File: src/rtl/nem_mux_ctrl_pkg.sv
// Shared definitions for the NEM one-hot mux select controller: state encoding,
// default sizing and the width helpers used by the controller and its arbiter.
package nem_mux_ctrl_pkg;

    typedef enum logic [1:0] {
        ST_IDLE   = 2'd0,
        ST_MAKE   = 2'd1,
        ST_ACTIVE = 2'd2,
        ST_BREAK  = 2'd3
    } state_e;

    localparam int NUM_IN_DEF     = 4;
    localparam int SETTLE_CYC_DEF = 8;
    localparam int DEAD_CYC_DEF   = 4;

    // One down-counter serves both MAKE and BREAK, so it must hold the larger load.
    function automatic int cnt_width(input int settle, input int dead);
        int max_load;
        max_load = (settle > dead) ? settle : dead;
        return $clog2(max_load + 1);
    endfunction

    function automatic int idx_width(input int n);
        return (n > 1) ? $clog2(n) : 1;
    endfunction

endpackage

File: src/rtl/nem_rr_arb.sv
// Combinational round-robin picker: searches upward from last_granted+1 with
// wrap and returns the first requesting index as a one-hot vector.
module nem_rr_arb
    import nem_mux_ctrl_pkg::*;
#(
    parameter int NUM_IN = NUM_IN_DEF,
    localparam int IDX_W = idx_width(NUM_IN)
) (
    input  logic [NUM_IN-1:0] req,
    input  logic [IDX_W-1:0]  last_granted,
    output logic [NUM_IN-1:0] winner
);

    logic             found;
    logic [IDX_W-1:0] pos;
    int               idx;

    always_comb begin
        winner = '0;
        found  = 1'b0;
        pos    = '0;
        idx    = 0;
        for (int off = 1; off <= NUM_IN; off++) begin
            idx = int'(last_granted) + off;
            if (idx >= NUM_IN) begin
                idx = idx - NUM_IN;
            end
            pos = IDX_W'(idx);
            if (!found && req[pos]) begin
                winner[pos] = 1'b1;
                found       = 1'b1;
            end
        end
    end

endmodule

File: src/rtl/nem_ohmux_sel_ctrl.sv
// Break-before-make select controller for a NEM relay one-hot mux: arbitrates,
// waits for relay pull-in before granting, and enforces a dead time between routes.
module nem_ohmux_sel_ctrl
    import nem_mux_ctrl_pkg::*;
#(
    parameter int NUM_IN     = NUM_IN_DEF,
    parameter int SETTLE_CYC = SETTLE_CYC_DEF,
    parameter int DEAD_CYC   = DEAD_CYC_DEF
) (
    input  logic              clk,
    input  logic              rst,
    input  logic [NUM_IN-1:0] req,
    output logic [NUM_IN-1:0] S,
    output logic [NUM_IN-1:0] gnt,
    output logic              route_valid,
    output logic              busy
);

    localparam int IDX_W = idx_width(NUM_IN);
    localparam int CNT_W = cnt_width(SETTLE_CYC, DEAD_CYC);
    localparam logic [CNT_W-1:0] CNT_ONE    = CNT_W'(1);
    localparam logic [CNT_W-1:0] CNT_SETTLE = CNT_W'(SETTLE_CYC);
    localparam logic [CNT_W-1:0] CNT_DEAD   = CNT_W'(DEAD_CYC);

    state_e              state_q;
    logic [NUM_IN-1:0]   s_q;
    logic [NUM_IN-1:0]   gnt_q;
    logic                rv_q;
    logic                busy_q;
    logic [CNT_W-1:0]    cnt_q;
    logic [IDX_W-1:0]    last_q;
    logic [IDX_W-1:0]    win_q;

    logic [NUM_IN-1:0]   arb_winner;
    logic [IDX_W-1:0]    idx_terms [NUM_IN];
    logic [IDX_W-1:0]    arb_idx;
    logic                win_req;

    nem_rr_arb #(
        .NUM_IN (NUM_IN)
    ) u_arb (
        .req          (req),
        .last_granted (last_q),
        .winner       (arb_winner)
    );

    for (genvar gi = 0; gi < NUM_IN; gi++) begin : g_enc
        assign idx_terms[gi] = arb_winner[gi] ? IDX_W'(gi) : '0;
    end

    always_comb begin
        arb_idx = '0;
        for (int i = 0; i < NUM_IN; i++) begin
            arb_idx = arb_idx | idx_terms[i];
        end
    end

    // While a route is held, S is exactly the winner's one-hot, so it doubles as the mask.
    assign win_req = |(req & s_q);

    always_ff @(posedge clk) begin
        if (rst) begin
            state_q <= ST_IDLE;
            s_q     <= '0;
            gnt_q   <= '0;
            rv_q    <= 1'b0;
            busy_q  <= 1'b0;
            cnt_q   <= '0;
            last_q  <= IDX_W'(NUM_IN - 1);
            win_q   <= '0;
        end else begin
            case (state_q)
                ST_IDLE: begin
                    if (|req) begin
                        state_q <= ST_MAKE;
                        s_q     <= arb_winner;
                        win_q   <= arb_idx;
                        cnt_q   <= CNT_SETTLE;
                        busy_q  <= 1'b1;
                    end
                end
                ST_MAKE: begin
                    if (!win_req) begin
                        state_q <= ST_BREAK;
                        s_q     <= '0;
                        cnt_q   <= CNT_DEAD;
                    end else if (cnt_q == CNT_ONE) begin
                        state_q <= ST_ACTIVE;
                        gnt_q   <= s_q;
                        rv_q    <= 1'b1;
                        last_q  <= win_q;
                        cnt_q   <= '0;
                    end else begin
                        cnt_q <= cnt_q - CNT_ONE;
                    end
                end
                ST_ACTIVE: begin
                    if (!win_req) begin
                        state_q <= ST_BREAK;
                        s_q     <= '0;
                        gnt_q   <= '0;
                        rv_q    <= 1'b0;
                        cnt_q   <= CNT_DEAD;
                    end
                end
                ST_BREAK: begin
                    if (cnt_q == CNT_ONE) begin
                        state_q <= ST_IDLE;
                        busy_q  <= 1'b0;
                        cnt_q   <= '0;
                    end else begin
                        cnt_q <= cnt_q - CNT_ONE;
                    end
                end
                default: begin
                    state_q <= ST_IDLE;
                    s_q     <= '0;
                    gnt_q   <= '0;
                    rv_q    <= 1'b0;
                    busy_q  <= 1'b0;
                    cnt_q   <= '0;
                end
            endcase
        end
    end

    assign S           = s_q;
    assign gnt         = gnt_q;
    assign route_valid = rv_q;
    assign busy        = busy_q;

endmodule

File: config.mk
export PLATFORM = sky130hd
export DESIGN_NAME = nem_ohmux_sel_ctrl
export DESIGN_NICKNAME = d
export VERILOG_FILES = /design/src/rtl/nem_mux_ctrl_pkg.sv /design/src/rtl/nem_rr_arb.sv /design/src/rtl/nem_ohmux_sel_ctrl.sv
export SDC_FILE = /design/constraint.sdc
export NUM_CORES = 1
export LEC_CHECK = 0
export CORE_MARGIN = 2
export CORE_UTILIZATION = 40
export CTS_CLUSTER_SIZE = 24
export DETAILED_ROUTE_END_ITERATION = 8
export GPL_ROUTABILITY_DRIVEN = 0
export SYNTH_ARGS = -nofsm -noshare
export SYNTH_HDL_FRONTEND = slang
export SYNTH_SLANG_ARGS = --single-unit
File: constraint.sdc
create_clock -name clk -period 2.9 [get_ports clk]
set_input_delay 0.29 -clock clk [delete_from_list [all_inputs] [get_ports clk]]
set_output_delay 0.29 -clock clk [all_outputs]
set_load 0.01 [all_outputs]
## Yosys cells after proc, flatten, opt, wreduce, memory -nomap -nowiden

Cells that the tools add are included.

| operators by class | value |
|---|---|
| $add $sub $neg | 9 |
| $mul | 0 |
| div/mod/pow operators | 0 |
| magnitude comparators | 12 |
| eq/ne operators | 11 |
| shift operators | 0 |
| mux-type cells | 54 |
| bitwise gates (word level) | 6 |
| reductions and logical operators | 24 |

Operator list:

| kind | count |
|---|---|
| 4-bit two-way mux | 12 |
| 2-bit two-way mux | 11 |
| 1-bit two-way mux | 17 |
| 4-bit one-hot mux with 2 select lines | 2 |
| 4-bit one-hot mux with 4 select lines | 1 |
| 2-bit by 3-bit < comparator with 1-bit output (second input constant) | 4 |
| 2-bit inequality test (second input constant) | 6 |
| 4-bit OR | 3 |
| 3-bit greater-or-equal comparator (second input constant) | 3 |
| 3-bit AND reduction | 3 |
| 1-bit binary-select mux with 2-bit select | 4 |
| 1-bit demux with 2-bit select | 4 |
| 2-bit by 1-bit greater-or-equal comparator with 1-bit output (second input constant) | 4 |
| 2-bit one-hot mux with 4 select lines | 1 |
| 4-bit AND reduction | 2 |
| 4-bit OR reduction | 2 |
| 2-bit by 1-bit subtractor with 2-bit output (second input constant) | 4 |
| 1-bit logical AND | 7 |
| 2-bit by 2-bit adder with 3-bit output (second input constant) | 2 |
| 2-bit nonzero test | 3 |
| 2-bit by 3-bit adder with 4-bit output (second input constant) | 1 |
| 4-bit bitwise AND | 1 |
| 2-bit equality test (second input constant) | 2 |
| 4-bit by 1-bit equality test with 1-bit output (second input constant) | 1 |
| 12 further kinds | 16 |

| storage, ports and cells | value |
|---|---|
| register bits after elaboration | 20 |
| latch bits | 0 |
| RAM bits | 0 |
| bits in read-only memories | 0 |
| word-level logic and storage cells | 124 |
| memories | 0 |

## Depth between registers and ports, before layout

| logic depth | value |
|---|---|
| word-level depth | 18 |
| gate-level depth with buffers | 8 |

## By module

Synthesis repeated with hierarchy kept, for this count alone.

| second synthesis, totals | value |
|---|---|
| cell total of the unflattened synthesis | 169 |
| area, all modules | 1511.4 sq um |

By module, submodules not included:

| module | instances | cells an instance | area each (sq um) | seq. area each (sq um) |
|---|---|---|---|---|
| nem_ohmux_sel_ctrl | 1 | 131 | 1153.6 | 400.4 |
| nem_rr_arb | 1 | 38 | 357.8 | 0.0 |

## Worst setup path after synthesis

No wires, ideal clock.

| path | value |
|---|---|
| path type | register to register |
| from | reg last_q[0] |
| to | reg win_q[0] |
| library setup time | 0.091 ns |
| arrival time | 2.282 ns |
| required time | 2.809 ns |
| setup slack | 0.527 ns |
| cell stages (with the launch flop) | 9 |
| period minus slack after synthesis | 2.373 ns |
| path through | dfxtp_1 -> buf_6 -> inv_1 -> ha_1 -> mux4_1 -> nor4b_4 -> nand2_1 -> and3_1 -> a311oi_1 |

| between the ends | value |
|---|---|
| cells in the longest elaborated chain, start to end | 18 |
| elaborated cells on any way between the ends | 64 |

Ends and longest elaborated chain:

| what | RTL line | RTL |
|---|---|---|
| start, declared | nem_ohmux_sel_ctrl.sv:31 | `logic [IDX_W-1:0] last_q;` |
| start signal, assigned | nem_ohmux_sel_ctrl.sv:69 | `last_q <= IDX_W'(NUM_IN - 1);` |
| start signal, assigned | nem_ohmux_sel_ctrl.sv:91 | `last_q <= win_q;` |
| branches (longest 14 deep; another with 2-bit by 1-bit adder with 3-bit output) | -- |  |
| 4-bit two-way mux (*) | nem_rr_arb.sv:29 | `if (!found && req[pos]) begin` |
| 1-bit two-way mux | nem_ohmux_sel_ctrl.sv:48 | `assign idx_terms[gi] = arb_winner[gi] ? IDX_W'(gi) : '0;` |
| 1-bit by 2-bit OR with 2-bit output | nem_ohmux_sel_ctrl.sv:54 | `arb_idx = arb_idx \| idx_terms[i];` |
| 2-bit OR (*) | nem_ohmux_sel_ctrl.sv:54 |  |
| end signal, assigned | nem_ohmux_sel_ctrl.sv:77 | `win_q <= arb_idx;` |
| end, declared | nem_ohmux_sel_ctrl.sv:32 | `logic [IDX_W-1:0] win_q;` |

Every way passes the cells marked *. The select of a mux whose other input is x is not followed.
A chain may end at the register's enable or synchronous reset.

## Worst setup path in the final report

| path | value |
|---|---|
| from | reg last_q[0] |
| to | reg s_q[3], in the netlist S[3] |

| between the ends | value |
|---|---|
| cells in the longest elaborated chain, start to end | 17 |
| elaborated cells on any way between the ends | 62 |

Ends and longest elaborated chain:

| what | RTL line | RTL |
|---|---|---|
| branches (longest 14 deep; another with 2-bit by 1-bit adder with 3-bit output) | -- |  |
| 4-bit two-way mux (*) | nem_rr_arb.sv:29 |  |
| 4-bit two-way mux (*) | nem_ohmux_sel_ctrl.sv:74 | `if (\|req) begin` |
| 4-bit one-hot mux with 2 select lines (*) | nem_ohmux_sel_ctrl.sv:72 | `case (state_q)` |
| end signal, assigned | nem_ohmux_sel_ctrl.sv:76 | `s_q <= arb_winner;` |
| end, declared | nem_ohmux_sel_ctrl.sv:26 | `logic [NUM_IN-1:0] s_q;` |

Marks and branches as above.

==> impl_metrics.env <==
export IMPL_status="finished, final reports clean"
export IMPL_io_buffer_count=15
export IMPL_rsz0062_at_grt="no"
export IMPL_synth_edf_count=0
export IMPL_syn_to_final_growth_pct=18.65
export IMPL_fp_coreArea_sq_mm=0.003284
export IMPL_avgRoutedWirePerCell_um=14.58
export IMPL_max_freq_ghz=0.4181
export IMPL_critical_path_top_delay_family="multiplexers"
export IMPL_synth_top_area_share_pct=29.68
export IMPL_netlist_top_cell_by_area="dfxtp_1"
export IMPL_intPower_uw=564.9
export IMPL_dpl_cell_count=210
export IMPL_cts_made_buffers=3
export IMPL_n_antenna_cell=0
export IMPL_path_class="reg2reg"
export IMPL_final_period_minus_worst_setup_slack_ns=2.392
export IMPL_ant_nets=0
export IMPL_routed_via_count=1211
export IMPL_whs_ns=0.4999
export IMPL_setup_viol=0
export IMPL_cts_tree="yes"
export IMPL_layout_drive_gt1_share_pct=8.333
export IMPL_drc=0
export IMPL_switching_share_pct=38.52
export IMPL_grt_ovfl_total=0
export IMPL_synth_area_leaders="dfxtp_1 (30%), ha_1 (14%), a22oi_1 (5.6%), a21oi_1 (4.5%), nand2_1 (4.5%)"
export IMPL_syn_nets=169
export IMPL_p_sw_uw=354.0
export IMPL_clockPowerShare_pct=17.9
export IMPL_power_leakage_nw=0.6462
export IMPL_fin_crit_sh_pct=82.47
export IMPL_final_nets=190
export IMPL_clock_path_buffers=2
export IMPL_arrival_ns=2.58
export IMPL_drtIter0Drc=39
export IMPL_finClkSkew_ns=0.005588
export IMPL_antenna_found_initial=0
export IMPL_syn_mean_instance_area_sq_um=9.113
export IMPL_yosysSeqAreaShare_pct=29.68
export IMPL_rows=21
export IMPL_final_cells=214
export IMPL_regToRegSetupSlack_ns=0.51
export IMPL_routed_wl_um=3120
export IMPL_h_tree_depth=1
export IMPL_cpPeakStageDelay_ns=0.64
export IMPL_start_kind="register"
export IMPL_die_height_um=62.07
export IMPL_cts_sinks=20
export IMPL_worst_pin_slew_ns=0.5129
export IMPL_syn_inst=148
export IMPL_yosys_warnings=0
export IMPL_vdd_ir_drop_max_mv=0.2541
export IMPL_top_level_ports=16
export IMPL_ctsResizeCount=0
export IMPL_ys_ff_latch=20
export IMPL_async_flop_share_pct=0
export IMPL_combPwrFrac_pct=40.5
export IMPL_grt_total_usage_pct=18.08
export IMPL_cp_buffers_inverters=1
export IMPL_pwr_share_seq_pct=41.6
export IMPL_worst_path_max_fanout=4
export IMPL_dieArea_sq_mm=0.003853
export IMPL_slew_headroom_pct=65.81
export IMPL_die_w_um=62.07
export IMPL_synthDistinctLibCells=40
export IMPL_insertion_delay_ns=0.30
export IMPL_cts_setup_buffers=0
export IMPL_drv_cap=0
export IMPL_grt_pass1_wl_um=5223
export IMPL_clock_root_buffer="clkbuf_4"
export IMPL_post_dp_hpwl_um=2412
export IMPL_postCtsHoldBufs=0
export IMPL_synth_main_ff_cell="dfxtp_1"
export IMPL_viasPerCell=5.659
export IMPL_power_uw=918.9
export IMPL_initial_core_util_pct=41.07
export IMPL_finalHoldViolations=0
export IMPL_maxSlewViolCount=0
export IMPL_setup_tns_ns=0
export IMPL_clk_transition_reported_paths_ns=0.11
export IMPL_critPathRequiredTime_ns=3.09
export IMPL_grt_pass1_vias=1158
export IMPL_fillers=318
export IMPL_cp_slowest_cell="mux4_1"
export IMPL_power_density_mw_per_mm2=574.2
export IMPL_hold_class="reg2reg"
export IMPL_drt_pass1_iterations=4
export IMPL_grt_start_max_net_pins=14
export IMPL_worstSetupEndpointType="register"
export IMPL_syn_area_sq_mm=0.001349
export IMPL_crit_path_cell_trace="inv_1, ha_1, mux4_1, nor4b_4, a221oi_1, o41ai_1"
[routing by layer]
metal	track usage, %	share of wire (%)
met1	24.40	48
met2	28.57	46
met3	3.727	5.0
met4	6.383	1.2
met5	0	0
[worst register-to-register path: cells and delay by family (launching register included)]
| family | cells | cell delay (ns) |
|---|---|---|
| flip-flops | 1 | 0.34 |
| multiplexers | 1 | 0.64 |
| AO/OA/AOI/OAI | 2 | 0.53 |
| adder cells (fa/ha/maj) | 1 | 0.34 |
| buffers and inverters | 1 | 0.10 |
| AND/OR/NAND/NOR | 1 | 0.32 |
[flip-flops by register name, indices dropped and copies added, names as in the netlist]
name and flops:
S 4, cnt_q 4, busy 1, route_valid 1
last_q 2, win_q 2, state_q 2, gnt 4
[cells by family (layout without fill, tap and decap cells)]
group,Yosys count,count (layout),synth area share (%)
muxes,7,7,9.462
buffers and inverters,13,33,4.453
adders and majority gates,15,15,13.91
and+or+nand+nor,48,48,18.46
AOI/OAI and AO/OA,45,45,24.03
DFF,20,20,29.68
[cell usage after synthesis, types with 2 or more instances]
master / count
inv_1: 10
dfxtp_1: 20
or4_1: 2
a22oi_1: 10
ha_1: 15
o41ai_1: 2
mux4_1: 2
nand3_1: 5
nor2_1: 13
a311oi_1: 2
nor3b_1: 2
a21oi_1: 12
o21ai_0: 4
and3_1: 2
nand2_1: 16
a32o_1: 2
mux4_2: 2
o311ai_0: 2
a221oi_1: 2
mux2i_1: 3
[placed cells by master, fill, tap and decap left out, types with 3 or more instances in the layout]
cell type         n
a21oi_1          12
nor2_1           13
inv_1            10
buf_4             4
a22oi_1          10
nand3_1           5
nand2_1          16
mux2i_1           3
ha_1             15
o21ai_0           4
clkdlybuf4s50_1  15
dfxtp_1          20
clkbuf_4          3
[final cells by class]
class | count | area (sq um) | area share, %
multi-input cells | 115 | 888.4 | 55.51
flip-flops and latches | 20 | 400.4 | 25.02
well taps | 46 | 57.56 | 3.597
inverters | 10 | 37.54 | 2.346
repair buffers | 19 | 180.2 | 11.26
clock buffers | 4 | 36.28 | 2.267
[power groups by stage]
stage / logic, mW / clock network, mW / registers (mW)
2_1_floorplan: 0.266 / 0 / 0.379
3_3_place_gp: 0.366 / 0 / 0.385
3_5_place_dp: 0.370 / 0 / 0.388
4_1_cts: 0.371 / 0.170 / 0.381
5_1_grt: 0.419 / 0.178 / 0.393
6_report: 0.372 / 0.164 / 0.382
[worst paths after layout]
kind | from | end | cells after the start
setup / recovery | last_q[0] | S[3] | 6
hold / removal | win_q[1] | last_q[1] | 2
setup reg to reg | last_q[0] | S[3] | 6
hold reg to reg | win_q[1] | last_q[1] | 2
[stage by stage]
step	setup slack [ns]	area, sq um	util [%]
2_1_floorplan	0.5266	1349	-
5_1_grt	0.3830	1600	48.72
3_5_place_dp	0.4874	1564	47.62
6_report	0.5085	1600	48.72
3_3_place_gp	0.4755	1564	47.62
4_1_cts	0.5072	1600	48.72
Power figures use the tool's default switching activity.
